<file path="config.mk">
export PLATFORM = sky130hd
export DESIGN_NAME = llc_bus_responder
export DESIGN_NICKNAME = d
export VERILOG_FILES = /design/src/rtl/LLC_defs.sv /design/src/rtl/llc_bus_latency_ctr.sv /design/src/rtl/llc_bus_responder.sv
export SDC_FILE = /design/constraint.sdc
export NUM_CORES = 1
export LEC_CHECK = 0
export ABC_AREA = 1
export BUFFER_PORTS_ARGS = -buffer_cell sky130_fd_sc_hd__buf_4
export CAP_MARGIN = 25
export CORE_MARGIN = 2
export CORE_UTILIZATION = 61
export DETAILED_ROUTE_END_ITERATION = 12
export GPL_ROUTABILITY_DRIVEN = 0
export PLACE_DENSITY = 0.93
export SYNTH_ARGS = -nofsm -noshare
export SYNTH_HDL_FRONTEND = slang
export SYNTH_SLANG_ARGS = --single-unit
</file>
<file path="constraint.sdc">
create_clock -name clk -period 4.7 [get_ports clk]
set_clock_uncertainty 0.2 [all_clocks]
set_input_delay 0.94 -clock clk [delete_from_list [all_inputs] [get_ports clk]]
set_output_delay 0.94 -clock clk [all_outputs]
set_load 0.01 [all_outputs]
</file>
<file path="src/rtl/LLC_defs.sv">
// Shared LLC bus definitions: bus operations, snoop results, responder FSM
// states and the address-to-snoop mapping used by both the LLC and the responder.
package LLC_defs;

    typedef enum logic [2:0] {
        NOBUSOP    = 3'd0,
        READ       = 3'd1,
        WRITE      = 3'd2,
        INVALIDATE = 3'd3,
        RWIM       = 3'd4
    } busOperation;

    typedef enum logic [1:0] {
        HIT      = 2'd0,
        HITM     = 2'd1,
        NOHIT    = 2'd2,
        NORESULT = 2'd3
    } snoopResults;

    typedef enum logic [2:0] {
        IDLE     = 3'd0,
        SNOOP    = 3'd1,
        OWNER_WB = 3'd2,
        MEM      = 3'd3,
        RESP     = 3'd4
    } resp_state_t;

    // Address low bits that select the modelled snoop outcome of other caches
    localparam logic [1:0] SNOOP_HIT_SEL  = 2'b00;
    localparam logic [1:0] SNOOP_HITM_SEL = 2'b10;

    // Snoop result the other caches return for a given operation and address select
    function automatic snoopResults snoopOutcome(input busOperation op, input logic [1:0] sel);
        snoopResults result;
        result = NORESULT;
        if (op == READ || op == RWIM) begin
            if (sel == SNOOP_HIT_SEL) begin
                result = HIT;
            end else if (sel == SNOOP_HITM_SEL) begin
                result = HITM;
            end else begin
                result = NOHIT;
            end
        end
        return result;
    endfunction

endpackage

</file>
<file path="src/rtl/llc_bus_latency_ctr.sv">
// Loadable 8-bit down-counter with a zero flag. Shared by the owner-writeback
// and memory phases of the bus responder to time their latency.
module llc_bus_latency_ctr (
    input  logic       i_clk,
    input  logic       i_rst_n,
    input  logic       i_load,
    input  logic [7:0] i_loadValue,
    input  logic       i_dec,
    output logic       o_zero
);

    logic [7:0] r_count;

    // Load takes priority over decrement; the count parks at zero
    always_ff @(posedge i_clk or negedge i_rst_n) begin
        if (!i_rst_n) begin
            r_count <= 8'd0;
        end else if (i_load) begin
            r_count <= i_loadValue;
        end else if (i_dec && (r_count != 8'd0)) begin
            r_count <= r_count - 8'd1;
        end
    end

    assign o_zero = (r_count == 8'd0);

endmodule

</file>
<file path="src/rtl/llc_bus_responder.sv">
// Bus-side responder at the far end of the LLC system-bus interface. Accepts one
// transaction at a time, resolves the snoop phase, models owner writeback and
// memory latency, returns a response and keeps per-operation statistics.
// Optional macro LLC_BUS_TRACE_EN prints one trace line per response handshake.
module llc_bus_responder
    import LLC_defs::*;
#(
    parameter int ADDR_W      = 32,
    parameter int MEM_LATENCY = 4,
    parameter int WB_LATENCY  = 2
) (
    input  logic              clk,
    input  logic              reset,
    input  logic              req_valid,
    output logic              req_ready,
    input  busOperation       req_op,
    input  logic [ADDR_W-1:0] req_addr,
    output logic              resp_valid,
    input  logic              resp_ready,
    output busOperation       resp_op,
    output logic [ADDR_W-1:0] resp_addr,
    output snoopResults       resp_snoop,
    output logic              busy,
    output logic              err,
    input  logic              stats_clr,
    output logic [31:0]       cnt_rd,
    output logic [31:0]       cnt_wr,
    output logic [31:0]       cnt_inv,
    output logic [31:0]       cnt_rwim,
    output logic [31:0]       cnt_hitm
);

    localparam logic [7:0] MEM_LOAD = 8'(MEM_LATENCY - 1);
    localparam logic [7:0] WB_LOAD  = 8'(WB_LATENCY - 1);

    resp_state_t       r_state;
    logic              r_reqReady;
    logic              r_respValid;
    logic              r_busy;
    busOperation       r_op;
    logic [ADDR_W-1:0] r_addr;
    snoopResults       r_snoop;
    logic              r_err;
    logic [31:0]       r_cntRd;
    logic [31:0]       r_cntWr;
    logic [31:0]       r_cntInv;
    logic [31:0]       r_cntRwim;
    logic [31:0]       r_cntHitm;

    snoopResults       w_snoopNow;
    logic              w_ctrLoad;
    logic [7:0]        w_ctrLoadValue;
    logic              w_ctrDec;
    logic              w_ctrZero;
    logic              w_complete;

    assign w_snoopNow = snoopOutcome(r_op, r_addr[1:0]);
    assign w_complete = (r_state == RESP) && resp_ready;

    llc_bus_latency_ctr u_latencyCtr (
        .i_clk       (clk),
        .i_rst_n     (reset),
        .i_load      (w_ctrLoad),
        .i_loadValue (w_ctrLoadValue),
        .i_dec       (w_ctrDec),
        .o_zero      (w_ctrZero)
    );

    // Load the shared counter on entry to each timed phase, count down inside it
    always_comb begin
        w_ctrLoad      = 1'b0;
        w_ctrLoadValue = MEM_LOAD;
        w_ctrDec       = 1'b0;
        unique case (r_state)
            SNOOP: begin
                w_ctrLoad      = 1'b1;
                w_ctrLoadValue = (w_snoopNow == HITM) ? WB_LOAD : MEM_LOAD;
            end
            OWNER_WB: begin
                if (w_ctrZero) begin
                    w_ctrLoad      = 1'b1;
                    w_ctrLoadValue = MEM_LOAD;
                end else begin
                    w_ctrDec = 1'b1;
                end
            end
            MEM: begin
                w_ctrDec = 1'b1;
            end
            default: begin
                w_ctrLoad = 1'b0;
            end
        endcase
    end

    // Transaction FSM with registered handshake, busy and response outputs
    always_ff @(posedge clk or negedge reset) begin
        if (!reset) begin
            r_state     <= IDLE;
            r_reqReady  <= 1'b1;
            r_respValid <= 1'b0;
            r_busy      <= 1'b0;
            r_op        <= NOBUSOP;
            r_addr      <= '0;
            r_snoop     <= NORESULT;
        end else begin
            unique case (r_state)
                IDLE: begin
                    if (req_valid) begin
                        r_op       <= req_op;
                        r_addr     <= req_addr;
                        r_snoop    <= NORESULT;
                        r_reqReady <= 1'b0;
                        r_busy     <= 1'b1;
                        r_state    <= SNOOP;
                    end
                end
                SNOOP: begin
                    r_snoop <= w_snoopNow;
                    if (w_snoopNow == HITM) begin
                        r_state <= OWNER_WB;
                    end else if (r_op == READ || r_op == RWIM || r_op == WRITE) begin
                        r_state <= MEM;
                    end else begin
                        r_respValid <= 1'b1;
                        r_state     <= RESP;
                    end
                end
                OWNER_WB: begin
                    if (w_ctrZero) begin
                        r_state <= MEM;
                    end
                end
                MEM: begin
                    if (w_ctrZero) begin
                        r_respValid <= 1'b1;
                        r_state     <= RESP;
                    end
                end
                RESP: begin
                    if (resp_ready) begin
                        r_respValid <= 1'b0;
                        r_reqReady  <= 1'b1;
                        r_busy      <= 1'b0;
                        r_state     <= IDLE;
                    end
                end
                default: begin
                    r_respValid <= 1'b0;
                    r_reqReady  <= 1'b1;
                    r_busy      <= 1'b0;
                    r_state     <= IDLE;
                end
            endcase
        end
    end

    // Statistics and sticky error; a clear beats any same-edge update
    always_ff @(posedge clk or negedge reset) begin
        if (!reset) begin
            r_err     <= 1'b0;
            r_cntRd   <= 32'd0;
            r_cntWr   <= 32'd0;
            r_cntInv  <= 32'd0;
            r_cntRwim <= 32'd0;
            r_cntHitm <= 32'd0;
        end else if (stats_clr) begin
            r_err     <= 1'b0;
            r_cntRd   <= 32'd0;
            r_cntWr   <= 32'd0;
            r_cntInv  <= 32'd0;
            r_cntRwim <= 32'd0;
            r_cntHitm <= 32'd0;
        end else begin
            if (r_state == SNOOP && r_op == NOBUSOP) begin
                r_err <= 1'b1;
            end
            if (w_complete) begin
                unique case (r_op)
                    READ:       r_cntRd   <= r_cntRd + 32'd1;
                    WRITE:      r_cntWr   <= r_cntWr + 32'd1;
                    INVALIDATE: r_cntInv  <= r_cntInv + 32'd1;
                    RWIM:       r_cntRwim <= r_cntRwim + 32'd1;
                    default:    r_cntRd   <= r_cntRd;
                endcase
                if (r_snoop == HITM) begin
                    r_cntHitm <= r_cntHitm + 32'd1;
                end
            end
        end
    end

`ifdef LLC_BUS_TRACE_EN
    logic [31:0] r_cycleCount;
    logic [31:0] r_acceptCycle;

    // Free-running cycle count and the cycle each transaction was accepted
    always_ff @(posedge clk or negedge reset) begin
        if (!reset) begin
            r_cycleCount  <= 32'd0;
            r_acceptCycle <= 32'd0;
        end else begin
            r_cycleCount <= r_cycleCount + 32'd1;
            if (r_state == IDLE && req_valid) begin
                r_acceptCycle <= r_cycleCount;
            end
        end
    end

    // One trace line per response handshake
    always_ff @(posedge clk) begin
        if (reset && w_complete) begin
            $display("[TRACE] t=%0t op=%s addr=%h snoop=%s cycles=%0d",
                     $time, r_op.name(), r_addr, r_snoop.name(), r_cycleCount - r_acceptCycle);
        end
    end
`endif

    assign req_ready  = r_reqReady;
    assign resp_valid = r_respValid;
    assign busy       = r_busy;
    assign resp_op    = r_op;
    assign resp_addr  = r_addr;
    assign resp_snoop = r_snoop;
    assign err        = r_err;
    assign cnt_rd     = r_cntRd;
    assign cnt_wr     = r_cntWr;
    assign cnt_inv    = r_cntInv;
    assign cnt_rwim   = r_cntRwim;
    assign cnt_hitm   = r_cntHitm;

endmodule
</file>
# --- After elaboration in Yosys (flattened, before gate mapping) ---
# Index checks and enable logic that the tools add are counted.
classes:
  addsub: 6
  eq_ne: 17
  n_mux: 47
  bitwise_logic: 2
  reduce_logical: 31
op_table:
  columns: ["op", "n"]
  rows:
  - ["32-bit two-way mux", 15]
  - ["32-bit by 1-bit adder with 32-bit output, second input constant", 5]
  - ["3-bit two-way mux", 6]
  - ["2-bit nonzero test", 9]
  - ["8-bit two-way mux", 2]
  - ["3-bit one-hot mux with 5 select lines", 1]
  - ["2-bit AND reduction", 7]
  - ["3-bit by 2-bit equality test with 1-bit output, second input constant", 4]
  - ["2-bit two-way mux", 6]
  - ["1-bit two-way mux", 11]
  - ["8-bit logical NOT", 1]
  - ["2-bit != test, second input constant", 4]
  - ["8-bit nonzero test", 1]
  - ["8-bit by 1-bit subtractor with 8-bit output, second input constant", 1]
  - ["3-bit by 1-bit equality test with 1-bit output, second input constant", 2]
  - ["3-bit equality test, second input constant", 2]
  - ["3-bit logical NOT", 2]
  - ["1-bit one-hot mux with 3 select lines", 2]
  - ["5-bit AND reduction", 1]
  - ["2-bit by 1-bit equality test with 1-bit output, second input constant", 2]
  - ["2-bit by 1-bit != test with 1-bit output, second input constant", 2]
  - ["1-bit one-hot mux with 2 select lines", 2]
  - ["1-bit one-hot mux with 4 select lines", 1]
  - ["2-bit one-hot mux with 2 select lines", 1]
  - ["other kinds (9)", 13]
word_totals:
  ff_bits: 212
  input_bits: 40
  output_inout_bits: 201

# --- Logic depth before layout (Yosys ltp) ---
# Gate-level depths: netlist of the first run.
depth:
  word_depth: 8
  mapped_depth: 10
  mapped_depth_nobuf: 10

# --- Modules after synthesis ---
# From an unflattened synthesis of the first run, not the netlist that was laid out.
hier_totals:
  cells_unflattened: 1913
  hier_area_um2: 12578.3
modules_own_cells:
  columns: ["module", "instances", "cells_each", "area_per_inst_um2", "seq_area_each_um2"]
  rows:
  - ["llc_bus_responder", 1, 1820, 11981.5, 5108.6]
  - ["llc_bus_latency_ctr", 1, 93, 596.8, 200.2]

# --- Worst setup path after synthesis of the first run ---
# No wires, ideal clock.
synth_timing:
  path_type: "input-to-reg"
  startpoint: "input resp_ready"
  endpoint: "register r_cntHitm[9] (netlist: cnt_hitm[9])"
  setup_ns: 0.121
  arrival_time_ns: 1.813
  required_ns: 4.379
  setup_slack_ns: 2.566
  stages: 7
  cell_sequence: "nand3_2 buf_4 o21ai_2 buf_4 nand2_1 nor3b_1 nor2_1"
synth_between:
  elab_chain_len: 3
synth_lines:
  columns: ["item", "line_no", "rtl"]
  rows:
  - ["from (decl)", "llc_bus_responder.sv:19", "input logic resp_ready,"]
  - ["1-bit logical AND", "llc_bus_responder.sv:58", "assign w_complete = (r_state == RESP) && resp_ready;"]
  - ["2-bit nonzero test (no line)", null, null]
  - ["2-bit AND reduction (no line)", null, null]
  - ["to (signal assigned)", "llc_bus_responder.sv:187", "r_cntHitm <= r_cntHitm + 32'd1;"]
  - ["to (decl)", "llc_bus_responder.sv:48", "logic [31:0] r_cntHitm;"]
# No other way between the ends.
# A chain may end at the register's enable or synchronous reset.

# --- Worst setup path after layout of the first run ---
layout_timing:
  startpoint: "input stats_clr"
  endpoint: "register r_cntHitm[24] (netlist: cnt_hitm[24])"
layout_between:
  elab_chain_len: 2
  word_cells_on_any_way: 4
layout_lines:
  columns: ["item", "line_no", "rtl"]
  rows:
  - ["from (decl)", "llc_bus_responder.sv:25", "input logic stats_clr,"]
  - ["2-bit nonzero test (no line)", null, null]
  - ["2-bit AND reduction (no line)", null, null]
# Parallel ways exist; a longest one is shown, timed or not.

==> results.md, run 1 <==
* Outcome: completed
* Synth Flop Type: dfrtp_1
* Max Root-Sink Buffers at 3
* Synth Net Count at 1925
* Vias after detailed routing at 13500
* Yosys synthesis warning count at 0
* Port bufs at 240
* GR Util All Layers at 32.9%
* Row Count at 52
* Critical register-to-register path startpoint: r_state[1]
* Clk Latency, worst-skew pair at 510 ps
* # Post-CTS Setup Buffers at 0
* Most common library cell in the layout ignoring fill and taps: nand2_1
* Initial core utilization at 61.6%
* P per Cell Area at 334 nW/µm²
* Internal power at 3560 µW
* Final setup TNS at 0 ps
* Worst R2R End: cnt_hitm[24]
* Worst Path Buf+Inv at 3
* Crit Path Category: input port to flop
* Number of global-route vias before repair at 12500
* Core footprint at 20100 µm²
* Antenna violations before repair at 0
* EDFF count, synth at 0
* CP peak stage delay at 450 ps
* Worst rel slew slack at 40.0%
* Hold Vio Cnt, Final at 0
* Flop and latch count out of synthesis at 212
* Worst hold slack at 262 ps
* CP Depth at 10
* Reg power frac at 43.0%
* Vias per cell at 5.61
* Setup crit start kind: input port
* Reg2Reg Setup Slack at 2110 ps
* Post-Syn Area per Cell at 6.60 µm²
* H-tree depth at 1
* Synth top area cells: dfrtp_1, nand2_1, nor2_1
* Combinational fraction of design power at 20.3%
* Mapped Cells at 1878
* CTS root buffer: clkbuf_16
* Die footprint at 21500 µm²
* Clk pwr share at 36.6%
* Crit Path Max Fanout at 38
* WP data arrival at 2950 ps
* Share of cells above drive strength 1 at 14.6%
* N_diodes at 0
* Worst-path clk slew at 60 ps
* Most frequent cells in the layout: nand2_1, nor2_1, buf_4
* RSZ-0062 raised after global routing: no
* Sw Share at 30.0%
* Drt total wl at 35900 µm
* Max Slew Vio Count at 0
* Async set-or-reset flop fraction in the synthesized netlist at 100%
* CP required at 4900 ps
* First-pass GRT wire length at 59400 µm
* Wire length per cell at 15.0 µm
* CTS tree: yes
* Yosys top cell by area: dfrtp_1
* Worst-Margin Slew at 899 ps
* HP Class: input port to async pin
* Final nets at 2158
* Largest net degree at the start of global routing at 103
* Distinct cells, synth at 32
* Sequential share of the synthesized area at 42.8%
* Period minus WS final at 2750 ps
* Max Clock Freq at 364 MHz
* P_sw at 1520 µW
* Worst vdd ir at 0.381 mV
* Total chip power at 5080 µW
* Final setup violation count at 0
* Post-synth top area share at 42.2%
* # hold bufs at CTS at 0
* Synth Cell Area at 12400 µm²
* Crit-path cells: buf_4 -> inv_4 -> buf_4 -> nand2_1 -> nand2_1 -> nor2_1 -> nand2_1 -> nand2_1 -> nand2_1 -> nor2_1
* TritonCTS Buffers at 24
* Maxcap violations at 0
* Final ANT Viol Nets at 0
* Total grt overflow at 0
* TritonRoute pass-1 iters at 6
* Starting DRC count in detailed routing at 1421
* Layout Cells excl Fill at 2397
* DRC viols at 0
* CTS resizes at 0
* Setup crit end kind: flop
* Die extent in x at 147 µm
* Num ports at 241
* DP HPWL at 25600 µm
* Cell mode on critical path: nand2_1
* R2R cell count at 9
* P_leak at 0.00725 µW
* Placed cells at 2353
* Crit path max-delay cell type: buf_4
* Tcrit/Tclk final at 58.5%
* Crit-path leading delay family: simple AND/OR/NAND/NOR gates
* Clk sinks at 212
* Die Ht at 147 µm
* Area Growth Syn to Fin at 23.0%
[cell type report]
cell class,count,area [µm²]
timing repair buffer,248,1910
tap,270,338
multi-input combinational,1456,6260
sequential,212,5310
clock inverter,6,60.1
fill,1503,4860
inverter,169,637
clock buffer,36,727
[Yosys cell counts (all sizes together), types with 7 or more instances]
| cell | number |
|---|---|
| nor3b | 7 |
| nand4 | 64 |
| nand2 | 707 |
| xor2 | 18 |
| nor2 | 381 |
| clkbuf | 20 |
| nor3 | 11 |
| buf | 21 |
| nand3 | 124 |
| o21ai | 75 |
| a21oi | 38 |
| inv | 169 |
| dfrtp | 209 |
| ha | 7 |
[worst max-delay path by stage]
stage                from      endpoint  slack (ps)
6_report        stats_clr  cnt_hitm[24]        1950
4_1_cts        r_state[1]   cnt_rwim[9]        1960
2_1_floorplan  resp_ready   cnt_hitm[9]        2570
3_3_place_gp    stats_clr  cnt_hitm[24]        1520
3_5_place_dp    stats_clr  cnt_hitm[24]        1510
5_1_grt         stats_clr  cnt_hitm[24]        1820
[cells by family after synthesis]
logic type / Yosys count / synth area share [%]
fa+ha+maj: 7 / 0.707
buf+inv: 210 / 6.63
simple gates: 1309 / 43.3
flops: 212 / 42.8
compound gates: 122 / 5.28
xor+xnor: 18 / 1.27
[power groups by stage]
stage	Combinational, µW	Clock [µW]	Sequential [µW]
final	1030	1860	2190
after CTS	1030	1880	2190
after detailed placement	1040	0	2200
after global placement	992	0	2200
after floorplan	496	0	2260
after global routing	1150	1970	2210
[sequential cells by signal (all words and copies together) (netlist names), 2 cells and up]
name and cells:
resp_addr 32, cnt_hitm 32, u_latencyCtr.r_count 8, cnt_rd 32
resp_snoop 2, cnt_wr 32, resp_op 3, cnt_inv 32
r_state 3, cnt_rwim 32
[per-layer routing]
| layer | vias up | wire length, µm | global-route usage, % |
|---|---|---|---|
| li1 | 6390 | - | - |
| met1 | 6117 | 14000 | 43.9 |
| met2 | 805 | 16900 | 55.2 |
| met3 | 147 | 3730 | 6.03 |
| met4 | 0 | 1170 | 9.71 |
| met5 | - | 0 | 0 |
[stage by stage]
step	utilization (%)	instance area, µm²	setup WS, ps
floorplan	-	12400	2570
global placement	71.7	14400	1520
detailed placement	71.7	14400	1510
CTS	75.6	15200	1960
global route	75.8	15200	1820
finish	75.8	15200	1950
Note: power is estimated with default switching activity, not from simulation.
==> run 2, diff against run 1 <==
Settings changed: CORE_UTILIZATION 61 to 56, PLACE_DENSITY 0.93 to 0.87.
Clock period 4.7 ns to 2.85 ns, I/O delays scaled along.
==> run 2 against run 1 <==
- register-to-register slack got worse by 1600 ps
- routed wire length decreased by 0.94%
- global-route usage decreased by 2.9 points
- clock power increased by 80%
- cell area increased by 1.3%
- sequential share of layout area decreased by 0.43 points
- total power increased by 71%
- highest routed layer unchanged
- first-iteration DRC count decreased by 20%
- utilization decreased by 4.9 points
==> results.md, run 2 (same netlist as run 1, synthesis figures left out) <==
* Outcome: completed
* H-tree depth at 1
* Final setup violation count at 0
* Reg power frac at 41.4%
* Wire length per cell at 14.7 µm
* TritonRoute pass-1 iters at 6
* Crit path max-delay cell type: dfrtp_1
* Reg2Reg Setup Slack at 540 ps
* Sw Share at 29.3%
* WHS Endpoint: resp_addr[21]
* Final setup TNS at 0 ps
* Area Growth Syn to Fin at 24.5%
* WP data arrival at 2550 ps
* Register area at 5310 µm²
* P_sw at 2550 µW
* Area of the multi-input gates at 6260 µm²
* HP Class: input port to flop
* Clk pwr share at 38.4%
* Total grt overflow at 0
* CP Launch Point: r_state[1]
* Period minus WS final at 2310 ps
* Die footprint at 23300 µm²
* Setup crit start kind: flop
* Vias per cell at 5.49
* Worst R2R End: cnt_hitm[24]
* Hold Vio Cnt, Final at 0
* Placed cells at 2379
* P_leak at 0.00737 µW
* Initial core utilization at 57.0%
* Row Count at 54
* Setup crit end kind: flop
* Vias after detailed routing at 13300
* Drt total wl at 35500 µm
* Number of global-route vias before repair at 12500
* Core footprint at 21800 µm²
* CP required at 3100 ps
* First-pass GRT wire length at 59600 µm
* CTS resizes at 0
* CTS tree: yes
* Hold Path Origin: req_addr[21]
* Crit Path Max Fanout at 9
* P per Cell Area at 563 nW/µm²
* Worst rel slew slack at 52.8%
* Tcrit/Tclk final at 80.9%
* Most frequent cells in the layout: nand2_1, nor2_1, buf_4
* Most common library cell in the layout ignoring fill and taps: nand2_1
* CP peak stage delay at 420 ps
* Crit-path cells: nor2_2 -> nand3_2 -> nand2_2 -> nand2_1 -> nor2_1 -> nand2_1 -> nand2_1 -> nand2_1 -> nor2_1
* Max Root-Sink Buffers at 3
* Combinational fraction of design power at 20.2%
* Internal power at 6140 µW
* Layout Cells excl Fill at 2424
* Crit Path Category: flop to flop
* Fill cell count at 1819
* Die extent in x at 153 µm
* Clk Latency, worst-skew pair at 510 ps
* # Post-CTS Setup Buffers at 0
* # hold bufs at CTS at 1
* Maxcap violations at 0
* RSZ-0062 raised after global routing: no
* N_diodes at 0
* GR Util All Layers at 30.0%
* Final nets at 2173
* CTS root buffer: clkbuf_16
* Clk sinks at 212
* Worst vdd ir at 0.627 mV
* Die Ht at 153 µm
* Share of cells above drive strength 1 at 15.4%
* Final setup margin at 545 ps
* Antenna violations before repair at 0
* Critical register-to-register path startpoint: r_state[1]
* Starting DRC count in detailed routing at 1131
* R2R cell count at 9
* TritonCTS Buffers at 24
* Max Clock Freq at 434 MHz
* Port bufs at 240
* Largest net degree at the start of global routing at 77
* Hold path depth at 3
* Worst-Margin Slew at 708 ps
* Cell mode on critical path: nand2_1
* Dpl ws at 492 ps
* DP HPWL at 26100 µm
* Worst-path clk slew at 60 ps
* Num ports at 241
* Max Slew Vio Count at 0
* DRC viols at 0
* Final ANT Viol Nets at 0
run 2: cell count changes in the layout (fill, tap and decap cells not counted):
cell / previous run / this run
buf_8: 2 / 1
clkinvlp_4: 2 / 1
dlygate4sd3_1: 0 / 1
clkinv_2: 3 / 5
clkbuf_8: 6 / 8
clkbuf_1: 5 / 2
buf_4: 244 / 259
buf_16: 1 / 0
bufinv_16: 1 / 3
buf_12: 1 / 2
run 2: worst max path at each step:
stage	end
finish	cnt_hitm[24]
global route	cnt_hitm[24]
CTS	cnt_hitm[24]
detailed placement	cnt_hitm[24]
global placement	cnt_hitm[24]
floorplan	cnt_hitm[9]
run 2: worst max-delay path, delay by kind of cell (launching register included):
family        cells  cell delay [ps]
simple gates      9             1620
flops             1              420
run 2: power by group through the flow:
stage	sequential, µW	clock (µW)	combinational, µW
floorplan	3720	0	819
global placement	3630	0	1690
detailed placement	3630	0	1760
CTS	3600	3380	1760
global route	3640	3520	1960
finish	3600	3340	1750
run 2: per-stage QoR:
step                hold WS, ps  utilization [%]  total power, µW  cell area [µm²]
floorplan                  74.4                -             4540            12400
global placement            263             66.9             5330            14600
detailed placement          269             66.9             5390            14600
CTS                        33.1             70.9             8740            15400
global route               34.1             70.9             9120            15400
finish                     49.2             70.9             8690            15400
run 2: final cells by class:
cell class,count,share of cell area [%]
inverter,169,4.13
multi-input combinational,1456,40.6
tap,280,2.27
sequential,212,34.4
timing repair buffer,263,13.0
clock buffer,35,4.82
clock inverter,9,0.794
run 2: metal layers:
layer | track usage [%] | vias up | share of wire (%)
met3 | 5.40 | 97 | 9.3
met5 | 0 | - | 0
met2 | 49.7 | 635 | 47
met1 | 40.3 | 6138 | 41
li1 | - | 6427 | -
met4 | 9.35 | 0 | 2.7
